<file path="config.mk">
export PLATFORM = sky130hd
export DESIGN_NAME = mc_axil_fifo_bridge
export DESIGN_NICKNAME = d
export VERILOG_FILES = /design/src/rtl/mc_axil_fifo_bridge.sv
export SDC_FILE = /design/constraint.sdc
export NUM_CORES = 1
export LEC_CHECK = 0
export BUFFER_PORTS_ARGS = -buffer_cell sky130_fd_sc_hd__buf_2
export CORE_MARGIN = 2
export CORE_UTILIZATION = 30
export DETAILED_ROUTE_END_ITERATION = 12
export GPL_TIMING_DRIVEN = 0
export PLACE_DENSITY = 0.41
export SLEW_MARGIN = 10
export SYNTH_ARGS = -nofsm -noshare
export SYNTH_HDL_FRONTEND = slang
export SYNTH_SLANG_ARGS = --single-unit
</file>
<file path="constraint.sdc">
create_clock -name s00_axi_aclk -period 6.18 [get_ports s00_axi_aclk]
set_input_delay 1.236 -clock s00_axi_aclk [delete_from_list [all_inputs] [get_ports s00_axi_aclk]]
set_output_delay 1.236 -clock s00_axi_aclk [all_outputs]
set_load 0.005 [all_outputs]
</file>
<file path="src/rtl/mc_axil_fifo_bridge.sv">
// AXI4-Lite slave that connects a host CPU to two word FIFOs (host-to-PL and PL-to-host).
// It also provides occupancy, control and sticky error registers.

module mc_axil_fifo_bridge_fifo #(
   parameter int W   = 32,
   parameter int ELS = 8
) (
   input  logic                 clk_i,
   input  logic                 rst_ni,
   input  logic                 clr_i,
   input  logic                 enq_i,
   input  logic                 deq_i,
   input  logic [W-1:0]         data_i,
   output logic [W-1:0]         data_o,
   output logic [$clog2(ELS):0] count_o,
   output logic                 full_o,
   output logic                 empty_o
);
   localparam int PW = $clog2(ELS);
   localparam int CW = PW + 1;

   logic [W-1:0]  mem_q [ELS];
   logic [W-1:0]  mem_d [ELS];
   logic [PW-1:0] wr_ptr_q, wr_ptr_d;
   logic [PW-1:0] rd_ptr_q, rd_ptr_d;
   logic [CW-1:0] count_q, count_d;

   // storage, pointer and count next-state; clear discards same-cycle traffic
   always_comb begin
      mem_d    = mem_q;
      wr_ptr_d = wr_ptr_q;
      rd_ptr_d = rd_ptr_q;
      count_d  = count_q;
      if (clr_i) begin
         wr_ptr_d = {PW{1'b0}};
         rd_ptr_d = {PW{1'b0}};
         count_d  = {CW{1'b0}};
      end else begin
         if (enq_i) begin
            mem_d[wr_ptr_q] = data_i;
            wr_ptr_d        = wr_ptr_q + PW'(1'b1);
         end else begin
            wr_ptr_d = wr_ptr_q;
         end
         if (deq_i) begin
            rd_ptr_d = rd_ptr_q + PW'(1'b1);
         end else begin
            rd_ptr_d = rd_ptr_q;
         end
         case ({enq_i, deq_i})
            2'b10:   count_d = count_q + CW'(1'b1);
            2'b01:   count_d = count_q - CW'(1'b1);
            default: count_d = count_q;
         endcase
      end
   end

   // FIFO state registers
   always_ff @(posedge clk_i or negedge rst_ni) begin
      if (!rst_ni) begin
         for (int i = 0; i < ELS; i++) begin
            mem_q[i] <= {W{1'b0}};
         end
         wr_ptr_q <= {PW{1'b0}};
         rd_ptr_q <= {PW{1'b0}};
         count_q  <= {CW{1'b0}};
      end else begin
         mem_q    <= mem_d;
         wr_ptr_q <= wr_ptr_d;
         rd_ptr_q <= rd_ptr_d;
         count_q  <= count_d;
      end
   end

   assign data_o  = mem_q[rd_ptr_q];
   assign count_o = count_q;
   assign full_o  = (count_q == CW'(ELS));
   assign empty_o = (count_q == {CW{1'b0}});

endmodule

module mc_axil_fifo_bridge #(
   parameter int C_S00_AXI_DATA_WIDTH = 32,
   parameter int C_S00_AXI_ADDR_WIDTH = 6,
   parameter int fifo_els_p           = 8
) (
   input  logic                                s00_axi_aclk,
   input  logic                                s00_axi_aresetn,
   input  logic [C_S00_AXI_ADDR_WIDTH-1:0]     s00_axi_awaddr,
   input  logic [2:0]                          s00_axi_awprot,
   input  logic                                s00_axi_awvalid,
   output logic                                s00_axi_awready,
   input  logic [C_S00_AXI_DATA_WIDTH-1:0]     s00_axi_wdata,
   input  logic [(C_S00_AXI_DATA_WIDTH/8)-1:0] s00_axi_wstrb,
   input  logic                                s00_axi_wvalid,
   output logic                                s00_axi_wready,
   output logic [1:0]                          s00_axi_bresp,
   output logic                                s00_axi_bvalid,
   input  logic                                s00_axi_bready,
   input  logic [C_S00_AXI_ADDR_WIDTH-1:0]     s00_axi_araddr,
   input  logic [2:0]                          s00_axi_arprot,
   input  logic                                s00_axi_arvalid,
   output logic                                s00_axi_arready,
   output logic [C_S00_AXI_DATA_WIDTH-1:0]     s00_axi_rdata,
   output logic [1:0]                          s00_axi_rresp,
   output logic                                s00_axi_rvalid,
   input  logic                                s00_axi_rready,
   output logic                                ps2pl_v_o,
   output logic [C_S00_AXI_DATA_WIDTH-1:0]     ps2pl_data_o,
   input  logic                                ps2pl_yumi_i,
   input  logic                                pl2ps_v_i,
   input  logic [C_S00_AXI_DATA_WIDTH-1:0]     pl2ps_data_i,
   output logic                                pl2ps_ready_o
);
   localparam int DW = C_S00_AXI_DATA_WIDTH;
   localparam int AW = C_S00_AXI_ADDR_WIDTH;
   localparam int CW = $clog2(fifo_els_p) + 1;
   localparam int IW = AW - 2;

   localparam logic [IW-1:0] IDX_PUSH = IW'(3'd0);
   localparam logic [IW-1:0] IDX_FREE = IW'(3'd1);
   localparam logic [IW-1:0] IDX_POP  = IW'(3'd2);
   localparam logic [IW-1:0] IDX_OCC  = IW'(3'd3);
   localparam logic [IW-1:0] IDX_CTRL = IW'(3'd4);
   localparam logic [IW-1:0] IDX_STAT = IW'(3'd5);
   localparam logic [1:0]    RESP_OKAY   = 2'b00;
   localparam logic [1:0]    RESP_SLVERR = 2'b10;

   logic          aw_ready_q, aw_ready_d;
   logic          b_valid_q, b_valid_d;
   logic [1:0]    b_resp_q, b_resp_d;
   logic          ar_ready_q, ar_ready_d;
   logic          r_valid_q, r_valid_d;
   logic [1:0]    r_resp_q, r_resp_d;
   logic [DW-1:0] r_data_q, r_data_d;
   logic          ctrl_q, ctrl_d;
   logic [1:0]    status_q, status_d;
   logic          init_q, init_d;

   logic [IW-1:0] wr_idx_s, rd_idx_s;
   logic          wr_acc_s, rd_acc_s, wr_mapped_s;
   logic          push_req_s, push_ok_s, pop_req_s;
   logic          ps2pl_enq_s, ps2pl_deq_s, ps2pl_full_s, ps2pl_empty_s;
   logic          pl2ps_enq_s, pl2ps_deq_s, pl2ps_full_s, pl2ps_empty_s;
   logic [CW-1:0] ps2pl_count_s, pl2ps_count_s, ps2pl_free_s;
   logic [DW-1:0] pl2ps_head_s;
   logic [1:0]    w1c_s;
   logic          unused_s;

   assign unused_s = ^{s00_axi_awprot, s00_axi_arprot, s00_axi_wstrb,
                       s00_axi_awaddr[1:0], s00_axi_araddr[1:0]};

   assign wr_idx_s    = s00_axi_awaddr[AW-1:2];
   assign rd_idx_s    = s00_axi_araddr[AW-1:2];
   assign wr_acc_s    = aw_ready_q & s00_axi_awvalid & s00_axi_wvalid;
   assign rd_acc_s    = ar_ready_q & s00_axi_arvalid;
   assign wr_mapped_s = (wr_idx_s <= IDX_STAT);

   // a push into a full FIFO still lands when the consumer frees the head that cycle
   assign ps2pl_deq_s  = ps2pl_yumi_i & ~ps2pl_empty_s;
   assign push_req_s   = wr_acc_s & (wr_idx_s == IDX_PUSH);
   assign push_ok_s    = ~ps2pl_full_s | ps2pl_deq_s;
   assign ps2pl_enq_s  = push_req_s & push_ok_s;
   assign pop_req_s    = rd_acc_s & (rd_idx_s == IDX_POP);
   assign pl2ps_deq_s  = pop_req_s & ~pl2ps_empty_s;
   assign pl2ps_enq_s  = pl2ps_v_i & pl2ps_ready_o;
   assign ps2pl_free_s = CW'(fifo_els_p) - ps2pl_count_s;
   assign w1c_s        = (wr_acc_s && (wr_idx_s == IDX_STAT)) ? s00_axi_wdata[1:0] : 2'b00;

   mc_axil_fifo_bridge_fifo #(.W(DW), .ELS(fifo_els_p)) u_ps2pl (
      .clk_i   (s00_axi_aclk),
      .rst_ni  (s00_axi_aresetn),
      .clr_i   (ctrl_q),
      .enq_i   (ps2pl_enq_s),
      .deq_i   (ps2pl_deq_s),
      .data_i  (s00_axi_wdata),
      .data_o  (ps2pl_data_o),
      .count_o (ps2pl_count_s),
      .full_o  (ps2pl_full_s),
      .empty_o (ps2pl_empty_s)
   );

   mc_axil_fifo_bridge_fifo #(.W(DW), .ELS(fifo_els_p)) u_pl2ps (
      .clk_i   (s00_axi_aclk),
      .rst_ni  (s00_axi_aresetn),
      .clr_i   (ctrl_q),
      .enq_i   (pl2ps_enq_s),
      .deq_i   (pl2ps_deq_s),
      .data_i  (pl2ps_data_i),
      .data_o  (pl2ps_head_s),
      .count_o (pl2ps_count_s),
      .full_o  (pl2ps_full_s),
      .empty_o (pl2ps_empty_s)
   );

   // write channel, control pulse and sticky status next-state
   always_comb begin
      aw_ready_d = 1'b0;
      b_valid_d  = b_valid_q;
      b_resp_d   = b_resp_q;
      if (!aw_ready_q && s00_axi_awvalid && s00_axi_wvalid && !b_valid_q) begin
         aw_ready_d = 1'b1;
      end else begin
         aw_ready_d = 1'b0;
      end
      if (wr_acc_s) begin
         b_valid_d = 1'b1;
         b_resp_d  = wr_mapped_s ? RESP_OKAY : RESP_SLVERR;
      end else if (s00_axi_bready) begin
         b_valid_d = 1'b0;
      end else begin
         b_valid_d = b_valid_q;
      end
      ctrl_d   = wr_acc_s & (wr_idx_s == IDX_CTRL) & s00_axi_wdata[0];
      status_d = (status_q & ~w1c_s) | {pop_req_s & pl2ps_empty_s, push_req_s & ~push_ok_s};
      init_d   = 1'b1;
   end

   // read channel next-state; data captured at the address handshake
   always_comb begin
      ar_ready_d = 1'b0;
      r_valid_d  = r_valid_q;
      r_resp_d   = r_resp_q;
      r_data_d   = r_data_q;
      if (!ar_ready_q && s00_axi_arvalid && !r_valid_q) begin
         ar_ready_d = 1'b1;
      end else begin
         ar_ready_d = 1'b0;
      end
      if (rd_acc_s) begin
         r_valid_d = 1'b1;
         r_resp_d  = RESP_OKAY;
         case (rd_idx_s)
            IDX_PUSH: r_data_d = {DW{1'b0}};
            IDX_FREE: r_data_d = DW'(ps2pl_free_s);
            IDX_POP:  r_data_d = pl2ps_empty_s ? {DW{1'b0}} : pl2ps_head_s;
            IDX_OCC:  r_data_d = DW'(pl2ps_count_s);
            IDX_CTRL: r_data_d = DW'(ctrl_q);
            IDX_STAT: r_data_d = DW'(status_q);
            default: begin
               r_data_d = {DW{1'b0}};
               r_resp_d = RESP_SLVERR;
            end
         endcase
      end else if (s00_axi_rready) begin
         r_valid_d = 1'b0;
      end else begin
         r_valid_d = r_valid_q;
      end
   end

   // bridge state registers
   always_ff @(posedge s00_axi_aclk or negedge s00_axi_aresetn) begin
      if (!s00_axi_aresetn) begin
         aw_ready_q <= 1'b0;
         b_valid_q  <= 1'b0;
         b_resp_q   <= 2'b00;
         ar_ready_q <= 1'b0;
         r_valid_q  <= 1'b0;
         r_resp_q   <= 2'b00;
         r_data_q   <= {DW{1'b0}};
         ctrl_q     <= 1'b0;
         status_q   <= 2'b00;
         init_q     <= 1'b0;
      end else begin
         aw_ready_q <= aw_ready_d;
         b_valid_q  <= b_valid_d;
         b_resp_q   <= b_resp_d;
         ar_ready_q <= ar_ready_d;
         r_valid_q  <= r_valid_d;
         r_resp_q   <= r_resp_d;
         r_data_q   <= r_data_d;
         ctrl_q     <= ctrl_d;
         status_q   <= status_d;
         init_q     <= init_d;
      end
   end

   assign s00_axi_awready = aw_ready_q;
   assign s00_axi_wready  = aw_ready_q;
   assign s00_axi_bvalid  = b_valid_q;
   assign s00_axi_bresp   = b_resp_q;
   assign s00_axi_arready = ar_ready_q;
   assign s00_axi_rvalid  = r_valid_q;
   assign s00_axi_rresp   = r_resp_q;
   assign s00_axi_rdata   = r_data_q;
   assign ps2pl_v_o       = ~ps2pl_empty_s;
   assign pl2ps_ready_o   = init_q & ~pl2ps_full_s;

endmodule

</file>
Word level (Yosys, flattened, before mapping)
Cells that the tools add are included.
{ "word_totals": {"regBits": 576, "inputBits": 95, "out_inout_bits": 75} }
{ "classes": {"addsub": 9, "n_lt_le_gt_ge": 7, "n_eq_ne": 13, "mux": 35, "bitwise": 28, "reduce_logical": 27} }
{ "ops": {"columns": ["operator", "n"], "rows": [
  ["256-bit bitwise mux", 2],
  ["32-bit 2-to-1 mux", 7],
  ["32-bit binary-select mux with 3-bit select", 2],
  ["32-bit demux with 3-bit select", 2],
  ["32-bit one-hot mux with 5 select lines", 1],
  ["3-bit 2-to-1 mux", 8],
  ["4-bit by 3-bit equality test with 1-bit output (second input constant)", 4],
  ["4-bit >= comparator (second input constant)", 4],
  ["4-bit logical NOT", 4],
  ["3-bit inverter with 4-bit output", 4],
  ["4-bit one-hot mux with 2 select lines", 2],
  ["1-bit AND", 14],
  ["3-bit by 1-bit adder with 3-bit output (second input constant)", 4],
  ["2-bit nonzero test", 6],
  ["4-bit by 1-bit adder with 4-bit output (second input constant)", 2],
  ["4-bit by 2-bit equality test with 1-bit output (second input constant)", 2],
  ["4-bit equality test (second input constant)", 2],
  ["1-bit logical AND", 8],
  ["4-bit by 1-bit less-than comparator with 1-bit output (second input constant)", 2],
  ["4-bit 2-to-1 mux", 2],
  ["4-bit by 1-bit subtractor with 4-bit output (second input constant)", 2],
  ["1-bit 2-to-1 mux", 6],
  ["2-bit 2-to-1 mux", 3],
  ["1-bit inverter", 6],
  ["other kinds (13)", 20]
]} }

Longest topological paths before layout
Gate-level depths: netlist of the first run.
{ "depth": {"word_depth": 8, "ltp_mapped": 11, "mapped_depth_nobuf": 10} }

Modules after synthesis
Synthesis of the first run repeated with hierarchy kept, for this count alone.
{ "hier_totals": {"hier_cells": 1660, "area_unflattened_um2": 25959.9} }
{ "by_module_without_submodules": {"columns": ["mod", "n_inst", "cells_per_inst", "area_per_inst_um2", "seq_area_each_um2"], "rows": [
  ["mc_axil_fifo_bridge_fifo", 2, 726, 11994.0, 6656.4],
  ["mc_axil_fifo_bridge", 1, 208, 1971.9, 1051.0]
]} }

Worst setup path before layout of the first run
OpenSTA, ideal clock, no wires.
{ "synth_path": {"kind": "input to register", "from": "in s00_axi_araddr[3]", "to": "reg u_pl2ps.count_q[3] (netlist: u_pl2ps.count_o[3])", "setup_time_ps": 94, "t_arrival_ps": 3132, "setup_slack_ps": 2954, "path_stages": 10, "n_path_buf": 2, "cell_sequence": "clkbuf_1 > nor2b_1 > nand3_1 > buf_2 > nor2_1 > ha_1 > o21ai_0 > nor4b_1 > a211oi_1 > a211oi_1"} }
{ "synth_between": {"elab_chain_cells": 6, "elab_cells_between_ends": 8} }
{ "synth_lines": {"columns": ["item", "line_no", "text"], "rows": [
  ["start: declaration", "100", "input logic [C_S00_AXI_ADDR_WIDTH-1:0] s00_axi_araddr,"],
  ["4-bit by 2-bit equality test with 1-bit output *", "164", "assign pop_req_s = rd_acc_s & (rd_idx_s == IDX_POP);"],
  ["1-bit AND *", "164", null],
  ["1-bit AND *", "165", "assign pl2ps_deq_s = pop_req_s & ~pl2ps_empty_s;"],
  ["2-bit by 1-bit equality test with 1-bit output or 2-bit equality test (tied branches)", "50", "case ({enq_i, deq_i})"],
  ["4-bit one-hot mux with 2 select lines", "50", null],
  ["4-bit 2-to-1 mux", "34", "if (clr_i) begin"],
  ["end signal: assignment", "66", "count_q <= {CW{1'b0}};"],
  ["end signal: assignment", "71", "count_q <= count_d;"],
  ["end: declaration", "26", "logic [CW-1:0] count_q, count_d;"]
]} }
Mark *: on every way between the ends. The rest lies on a longest branch, timed or not.
A chain may end at the register's enable or synchronous reset.

Worst setup path in the final report of the first run
{ "layout_path": {"from": "reg u_ps2pl.rd_ptr_q[1]", "to": "out ps2pl_data_o[18]"} }
{ "layout_between": {"elab_chain_cells": 4} }
{ "layout_lines": {"columns": ["item", "line_no", "text"], "rows": [
  ["start: declaration", "25", "logic [PW-1:0] rd_ptr_q, rd_ptr_d;"],
  ["start signal: assignment", "65", "rd_ptr_q <= {PW{1'b0}};"],
  ["start signal: assignment", "70", "rd_ptr_q <= rd_ptr_d;"],
  ["3-bit inverter with 4-bit output (not written as such)", "75", "assign data_o = mem_q[rd_ptr_q];"],
  ["32-bit binary-select mux with 3-bit select", "75", null],
  ["32-bit 2-to-1 mux (not written as such) (2 in series)", "75", null],
  ["end: declaration", "109", "output logic [C_S00_AXI_DATA_WIDTH-1:0] ps2pl_data_o,"]
]} }
Every way passes these cells. The select of a mux whose other input is x is not followed.

==> run metrics, run 1 <==
status complete, no violations; Final period util between 70 and 80%; routed vias between 10000 and 15000; router iterations before antenna repair 4; Worst EP arrival 3.25 ns; antenna violations before repair 12; final setup fails 0; P_sw between 0.003 and 0.004 W; reg2reg setup slack roughly 3.3 ns; post-synthesis mux area share about 37%; f_max 0.223 GHz; Worst path slowest cell clkbuf_1; PD cells 403 mW/mm^2; register bit total from synthesis 574; share of cells above drive strength 1 between 50% and 60%; Starting Density a little under a third; Synth Area in XOR/XNOR less than 1%; final hold slack 0.457 ns; Hold Violations, Final 0; DP Cell Count 2919; synthesized-area fraction occupied by adder cells less than 1%; Die W ~300 um; Layout Nets around 2000; Root Buffer clkbuf_16; Post-synth EDFFs 0; Seq pwr share 42.0%; clock share of power approximately a third; FP Rows ~110; die area between 0.08 and 0.09 mm^2; post-synthesis compound-gate area fraction about 1.4%; detailed placer's ending HPWL approximately 44 mm; skew final around 0.02 ns; Die H slightly below 300 um; Worst-Margin Slew 1.24 ns; sw frac 28.1%; # hold bufs at CTS 0; dpl ws approximately 2.3 ns; Max Root-Sink Buffers 3; Final Max Tran Viols 0; CTS buffer count 70; RSZ-0062 raised after global routing false; average cell area after synthesis around 16 um^2; post-synth top area share 55.8%; Max VDD drop ~0.21 mV; Syn Inst Count 1618; Clock Pin Slew Worst Setup and Hold Paths 0.06 ns; clock network latency to the later pin of the worst-skew pair 0.60 ns; Main synth FF type dfrtp_1; Worst Slack Setup Final about 1.7 ns; worst path cell trace clkbuf_1 > clkbuf_1 > mux4_2 > mux2_2 > buf_2; Final min period about 4.5 ns; post-layout util a little over a third; vias in the first global route roughly 16000; total power between 0.01 and 0.015 W; Area Overhead vs Synth 17.9%; Min-Delay Path Class reg -> reg; global-route wire length before repair 105 mm; MaxCap Viol Count 0; post-cts resize count 0; Post-synth ARST share 100%; H-tree lvl count 3; slowest stage delay, CP 0.74 ns; port bufs between 150 and 200; Worst slew margin about 17%; simple-gate share of the synthesized area under 10%; IO Pins 170; most used cell, CP clkbuf_1; Gate power share about a quarter; Clock Sinks ~570; Core Area around 0.085 mm^2; Worst Setup Start Kind register; Residual DRC 0; worst-path fanout max 10; CP Capture Type output pin; dominant cell type by area after synthesis dfrtp_1; CTS tree done; Routed Antenna Nets 0; main combinational cell family by area after synthesis multiplexers; Synth Cell Area 0.0257 mm^2; YS warnings 0; GP Congestion approximately 0.75; Seq/Total Area, Yosys a little under three fifths; routed len/inst about 22 um; non-filler cells, final around 3000; setup bufs post-CTS 0; final WL just under 70 mm; Crit path required time between 4 and 5 ns; drt via density ~4.8; gr usage total approximately 16%; largest net degree at the start of global routing between 100 and 150; Static Leak 14.0 nW; Int Pwr ~0.0088 W; Synth area leaders dfrtp_1, mux2_2, mux4_2; Yosys cell types 58; critical path class reg -> out; 1st-iter DRT viols between 600 and 700; grt ovf 0
sequential cells by signal (all words and copies together) (netlist names):
signal and flops:
ctrl_q 1, u_ps2pl.count_o 4, u_pl2ps.count_o 4, s00_axi_awready 1
init_q 1, u_pl2ps.rd_ptr_q 3, u_pl2ps.wr_ptr_q 3, u_ps2pl.rd_ptr_q 3
status_q 2, s00_axi_rvalid 1, u_ps2pl.wr_ptr_q 3, s00_axi_bresp 1
u_ps2pl.mem_q 256, s00_axi_rresp 1, u_pl2ps.mem_q 256, s00_axi_arready 1
s00_axi_bvalid 1, s00_axi_rdata 32
power groups by stage:
stage	registers, W	clock network (W)	logic (W)
floorplan	0.00503	0	0.00229
global placement	0.00516	0	0.00306
detailed placement	0.00519	0	0.00313
CTS	0.00513	0.00421	0.00314
global route	0.00524	0.00437	0.00334
finish	0.00513	0.00405	0.00303
cell type report:
type	count	area (um^2)
Fill cell	8279	54800
Sequential cell	574	14400
Multi-Input combinational cell	929	10700
Clock buffer	103	2070
Tap cell	1144	1430
Timing Repair Buffer	156	903
Buffer	110	611
Clock inverter	16	185
Inverter	6	22.5
Antenna cell	3	7.51
routing by layer:
| layer | GRT usage [%] | vias up | wire length, um |
|---|---|---|---|
| li1 | - | 6467 | - |
| met1 | 19.9 | 7749 | 29400 |
| met2 | 26.9 | 223 | 33900 |
| met3 | 3.16 | 119 | 2910 |
| met4 | 4.64 | 14 | 1790 |
| met5 | 0 | - | 90 |
metrics by stage:
step | instance area (um^2) | setup TNS [ns]
2_1_floorplan | 25700 | 0
3_3_place_gp | 27900 | -4797.13
3_5_place_dp | 28100 | 0
4_1_cts | 30300 | 0
5_1_grt | 30300 | 0
6_report | 30300 | 0
cells in the mapped netlist, types with 2 or more instances:
cell,n
dfrtp_1,574
mux2_2,525
mux4_2,128
nand2_1,47
mux2i_1,42
o21ai_0,37
buf_2,36
clkbuf_1,35
nor2_1,29
buf_4,18
mux2_1,14
buf_6,11
xnor2_1,9
buf_1,8
ha_1,8
nand3_1,8
xor2_1,8
a21oi_1,7
inv_1,6
nor3_1,6
mux2_4,5
a21o_1,3
and2_1,3
nand4_1,3
o22ai_1,3
a211oi_1,2
a32oi_1,2
and4b_1,2
and4bb_2,2
clkbuf_2,2
conb_1,2
nand2b_1,2
nor2b_1,2
nor3b_1,2
nor4bb_1,2
o2bb2ai_1,2
or4_1,2
worst paths after layout:
| path | start | end | cells past startpoint |
|---|---|---|---|
| max in group asynchronous | s00_axi_aresetn | u_ps2pl.mem_q[175]$_DFFE_PN0P_ | 4 |
| worst min register to register | s00_axi_bvalid$_DFFE_PN0P_ | s00_axi_awready$_DFF_PN0_ | 1 |
| worst max register to register | u_pl2ps.count_o[1]$_DFFE_PN0P_ | u_pl2ps.count_o[3]$_DFFE_PN0P_ | 10 |
| min in group asynchronous | s00_axi_aresetn | u_ps2pl.mem_q[250]$_DFFE_PN0P_ | 1 |
| worst max-delay path | u_ps2pl.rd_ptr_q[1]$_DFFE_PN0P_ | ps2pl_data_o[18] | 5 |
| worst min-delay path | s00_axi_bvalid$_DFFE_PN0P_ | s00_axi_awready$_DFF_PN0_ | 1 |
critical path: cells and delay by family (launching register included):
family	cells	cell delay, ns
mux	2	0.75
buf+inv	3	1.48
flops	1	0.41
cell families after synthesis:
kind of cell | count (synthesis)
xor+xnor | 17
flops | 574
other cells | 2
mux | 714
buf+inv | 116
compound gates | 62
fa+ha+maj | 8
simple gates | 125
cell usage in the layout (no fill, tap or decap), types with 3 or more instances in the layout:
cell type,synthesis,routed
mux2_1,14,14
nor2_1,29,29
clkbuf_8,0,13
inv_1,6,6
buf_2,36,186
buf_16,0,5
nand2_1,47,47
nand4_1,3,3
mux4_2,128,128
a21o_1,3,3
buf_1,8,8
and2_1,3,3
clkbuf_1,35,52
bufinv_16,0,3
ha_1,8,8
dfrtp_1,574,574
nor3_1,6,6
o21ai_0,37,37
diode_2,0,3
xor2_1,8,8
nand3_1,8,8
buf_4,18,18
clkbuf_16,0,73
conb_1,2,3
clkinv_2,0,9
mux2_4,5,5
buf_6,11,11
mux2i_1,42,42
mux2_2,525,525
a21oi_1,7,7
o22ai_1,3,3
xnor2_1,9,9
(Power assumes the default switching activity.)
==> run 2, diff against run 1 <==
--- a/config.mk
+++ b/config.mk
@@ -10,7 +10,7 @@
 export CORE_UTILIZATION = 30
 export DETAILED_ROUTE_END_ITERATION = 12
 export GPL_TIMING_DRIVEN = 0
-export PLACE_DENSITY = 0.41
+export PLACE_DENSITY = 0.43
 export SLEW_MARGIN = 10
 export SYNTH_ARGS = -nofsm -noshare
 export SYNTH_HDL_FRONTEND = slang
==> constraint.sdc (replaced) <==
create_clock -name s00_axi_aclk -period 3.6 [get_ports s00_axi_aclk]
set_input_delay 0.72 -clock s00_axi_aclk [delete_from_list [all_inputs] [get_ports s00_axi_aclk]]
set_output_delay 0.72 -clock s00_axi_aclk [all_outputs]
set_load 0.005 [all_outputs]
==> run metrics, run 2 (synthesis gave the netlist of run 1 again) <==
skew final 0.0200 ns; Final min period 3.44 ns; Min-Delay Path Class in -> async; H-tree lvl count 3; worst-path fanout max 10; Hold Violations, Final 0; GP Congestion 0.731; f_max around 0.29 GHz; CTS buffer count 70; Static Leak about 14 nW; port bufs about 150; vias in the first global route 16000; Clock Sinks around 570; largest net degree at the start of global routing roughly 110; Die H ~300 um; status complete, no violations; Clock Pin Slew Worst Setup and Hold Paths approximately 0.060 ns; Layout Nets ~2000; worst flop-to-flop path startpoint u_pl2ps.count_o[1]$_DFFE_PN0P_; Worst-Margin Slew approximately 1.2 ns; fin area 0.0303 mm^2; gr usage total between 10% and 20%; Die W between 200 and 300 um; # hold bufs at CTS 0; IO Pins between 150 and 200; Core Area between 0.08 and 0.09 mm^2; multi-input logic area ~0.011 mm^2; final hold slack around 0.16 ns; router iterations before antenna repair 4; Max Root-Sink Buffers 3; routed vias roughly 15000; CP Capture Type output pin; Final Max Tran Viols 0; global-route wire length before repair 103 mm; Worst EP arrival approximately 2.7 ns; FP Rows 107; detailed placer's ending HPWL about 44 mm; RSZ-0062 raised after global routing false; commonest non-fill, non-tap cell in the layout dfrtp_1; non-filler cells, final 3043; CTS tree done; reg2reg end u_pl2ps.count_o[3]$_DFFE_PN0P_; Cell Area, Placed 0.0281 mm^2; share of cells above drive strength 1 52.6%; Routed Antenna Nets 0; Worst path slowest cell mux4_2; commonest cells after routing, fill and taps aside dfrtp_1, mux2_2, buf_2; final WL 67.2 mm; Worst slew margin a little over a fifth; grt ovf 0; Fillers ~8300; Max VDD drop between 0.3 and 0.4 mV; Setup TNS 0 ns; final setup fails 0; drt via density a little under 5; critical path class reg -> out; MaxCap Viol Count 0; die area a little under 0.09 mm^2; CP startpoint u_ps2pl.rd_ptr_q[0]$_DFFE_PN0P_; Worst Setup Start Kind register; Crit path required time approximately 2.9 ns; Starting Density 30.2%; clock network latency to the later pin of the worst-skew pair approximately 0.6 ns; PD cells ~700 mW/mm^2; Final period util between 90% and 100%; setup bufs post-CTS 0; DP Cell Count just under 3000; Area Overhead vs Synth 17.9%; worst path cell trace clkbuf_2 > buf_4 > mux4_2 > mux2_2 > buf_2; reg2reg setup slack 0.79 ns; 1st-iter DRT viols 569; Residual DRC 0; routed len/inst around 22 um; Storage cell area approximately 0.014 mm^2; slowest stage delay, CP between 0.5 and 0.6 ns; Root Buffer clkbuf_16; antenna violations before repair 12; Reg2Reg Depth 10
## run 2: cell types whose count changed in the layout (fill, tap and decap cells not counted)
cell       change
bufinv_16      -1
clkbuf_4       +1
buf_1          -1
buf_4          +4
clkbuf_8       +1
clkbuf_1       -2
clkinv_2       -3
clkbuf_2       +7
buf_2          -4
## run 2: routing by layer
metal,track usage (%),vias to the layer above,wire [um]
met5,0,-,115
met4,3.88,18,1430
met3,3.14,109,2720
met2,26.4,222,33900
met1,19.6,7825,29100
li1,-,6471,-
## run 2: timing repair
action                                  4_1_cts  5_1_grt
hold endpoints to repair                      0        0
gates resized for setup                      12        1
endpoints found under the setup margin       32       10
cloned                                        0        0
## run 2: worst max-delay path by stage
stage	slack, ns	endpoint	cells after the start
final	0.16	ps2pl_data_o[15]	5
after global routing	0.02	ps2pl_data_o[15]	5
after CTS	0.003	ps2pl_data_o[1]	5
after detailed placement	0.16	ps2pl_data_o[15]	5
after global placement	-10.36	u_pl2ps.mem_q[51]$_DFFE_PN0P_	1
after floorplan	0.89	u_pl2ps.count_o[3]$_DFFE_PN0P_	10
## run 2: per-stage QoR
step	utilization, %	worst slack [ns]	total power [W]
after floorplan	-	0.890	0.0126
after global placement	32.8	-10.36	0.0141
after detailed placement	33.0	0.160	0.0143
after CTS	35.6	0.00304	0.0214
after global routing	35.6	0.0194	0.0222
final	35.6	0.157	0.0210
## run 2: area by class of cell
class	instances	share of cell area, %
antenna	3	0.0247
tap	1144	4.72
sequential	574	47.3
multi-input combinational	929	35.4
inverter	6	0.0742
clock buffer	109	6.93
timing repair buffer	156	2.98
buffer	110	2.09
clock inverter	12	0.462
## run 2: power breakdown
| part | total (W) | switching, W | internal [W] |
|---|---|---|---|
| clock | 0.00691 | 0.00276 | 0.00415 |
| sequential | 0.00879 | 0.000775 | 0.00802 |
| combinational | 0.00527 | 0.00236 | 0.00290 |
| total | 0.0210 | 0.00590 | 0.0151 |
## run 2: worst max-delay path: cells and delay by family (launching register included)
family	cells	cell delay (ns)
buffers and inverters	3	0.88
muxes	2	0.87
DFF	1	0.37
==> run 3, diff against run 2 <==
==> constraint.sdc (replaced) <==
create_clock -name s00_axi_aclk -period 3.6 [get_ports s00_axi_aclk]
set_input_delay 0.18 -clock s00_axi_aclk [delete_from_list [all_inputs] [get_ports s00_axi_aclk]]
set_output_delay 0.18 -clock s00_axi_aclk [all_outputs]
set_load 0.005 [all_outputs]
==> run metrics, run 3 (synthesis gave the netlist of run 1 again) <==
status complete, no violations; Final Max Tran Viols 0; final WL 67.6 mm; Layout Nets 2027; largest net degree at the start of global routing 111; global-route wire length before repair between 100 and 150 mm; routed len/inst between 20 and 25 um; grt ovf 0; Crit path required time ~3.4 ns; slowest stage delay, CP around 0.78 ns; Top delay family on crit path buffers and inverters; commonest cells after routing, fill and taps aside dfrtp_1, mux2_2, buf_2; share of cells above drive strength 1 50.2%; worst-path fanout max 10; Min-Delay Path Class in -> reg; non-filler cells, final slightly above 3000; Root Buffer clkbuf_16; gr usage total 15.4%; detailed placer's ending HPWL around 44 mm; Starting Density 30.2%; Critical path buffers and inverters 3; H-tree lvl count 3; CTS tree done; final setup fails 0; IO Pins 170; CTS buffer count 70; Hold Violations, Final 0; Worst Setup Start Kind register; 1st-iter DRT viols around 600; f_max roughly 0.29 GHz; Final period util a little over nine tenths; Worst-Margin Slew roughly 1.2 ns; fin area between 0.03 and 0.04 mm^2; critical path class reg -> out; Die W 297 um; Max VDD drop between 0.3 and 0.4 mV; antenna violations before repair 6; commonest non-fill, non-tap cell in the layout dfrtp_1; drt via density 4.80; worst path cell trace clkbuf_1 > clkbuf_1 > mux4_2 > mux2_2 > buf_2; Clock Sinks ~570; skew final between 0.015 and 0.02 ns; PD cells ~680 mW/mm^2; DP Cell Count about 3000; Cell Area, Placed 0.0281 mm^2; Residual DRC 0; CP Capture Type output pin; Worst slew margin about 22%; GP Congestion around 0.73; routed vias ~15000; most used cell, CP clkbuf_1; port bufs approximately 150; die area between 0.08 and 0.09 mm^2; Worst EP arrival between 3 and 4 ns; RSZ-0062 raised after global routing false; Clock Pin Slew Worst Setup and Hold Paths about 0.060 ns; vias in the first global route between 15000 and 20000; Max Root-Sink Buffers 3; FP Rows ~110; Core Area 0.0851 mm^2; clock network latency to the later pin of the worst-skew pair around 0.60 ns; Die H ~300 um; Area Overhead vs Synth 20.8%; MaxCap Viol Count 0; Routed Antenna Nets 0; Final min period around 3.5 ns; Worst path slowest cell clkbuf_1; Static Leak 14.3 nW; router iterations before antenna repair 5
run 3: path summary, 6_finish.rpt:
kind | start | to | slack [ns] | cells past startpoint
setup reg to reg | u_pl2ps.count_o[1]$_DFFE_PN0P_ | u_pl2ps.count_o[3]$_DFFE_PN0P_ | 0.79 | 10
setup / recovery | u_ps2pl.rd_ptr_q[1]$_DFFE_PN0P_ | ps2pl_data_o[15] | 0.14 | 5
min in group asynchronous | s00_axi_aresetn | u_ps2pl.mem_q[248]$_DFFE_PN0P_ | 0.22 | 2
hold / removal | ps2pl_yumi_i | u_ps2pl.count_o[3]$_DFFE_PN0P_ | 0.08 | 5
hold reg to reg | s00_axi_bvalid$_DFFE_PN0P_ | s00_axi_awready$_DFF_PN0_ | 0.44 | 1
max in group asynchronous | s00_axi_aresetn | u_pl2ps.mem_q[51]$_DFFE_PN0P_ | 1.57 | 5
run 3: metrics by stage:
stage	setup WS, ns	hold slack [ns]	total power [W]	utilization [%]	setup TNS (ns)
2_1_floorplan	1.15	-0.116	0.0126	-	0
3_5_place_dp	0.700	0.276	0.0143	33.0	0
6_report	0.145	0.0811	0.0210	36.5	0
4_1_cts	0.0549	0.0367	0.0214	36.5	0
3_3_place_gp	-9.82	0.372	0.0141	32.8	-5571.46
5_1_grt	0.0163	0.0829	0.0222	36.5	0
run 3: cell type report:
class                   count  area (um^2)
flip-flops and latches    574        14400
plain buffers             110          611
diodes                      1         2.50
multi-input cells         929        10700
clock buffers             109         2100
inverters                   6         22.5
well taps                1144         1430
clock inverters            12          140
fillers                  8222        54100
repair buffers            233         1670
run 3: what timing repair did:
| action | CTS | global route |
|---|---|---|
| hold buffers | 77 | 0 |
| buffers inserted | 0 | 0 |
| endpoints found under the hold margin | 615 | 0 |
| setup endpoints to repair | 0 | 0 |
| gates resized for setup | 0 | 0 |
run 3: power breakdown:
group | switching, W | internal [W]
registers | 0.000778 | 0.00802
logic | 0.00239 | 0.00294
clock network | 0.00275 | 0.00415
total | 0.00592 | 0.0151
run 3: worst register-to-register path, cell delays in order (launching register included):
cell and delay (ns):
dfrtp_1 0.35, buf_4 0.16, or4_1 0.57, nand3_1 0.13, buf_2 0.30, nor2_1 0.13
ha_1 0.33, o21ai_0 0.08, nor4b_1 0.35, a211oi_1 0.09, a211oi_1 0.22
run 3: metal layers:
layer	GRT usage (%)	share of wire, %
met2	26.7	51
met1	20.0	44
met3	2.66	3.6
met4	3.93	2.0
met5	0	0.092
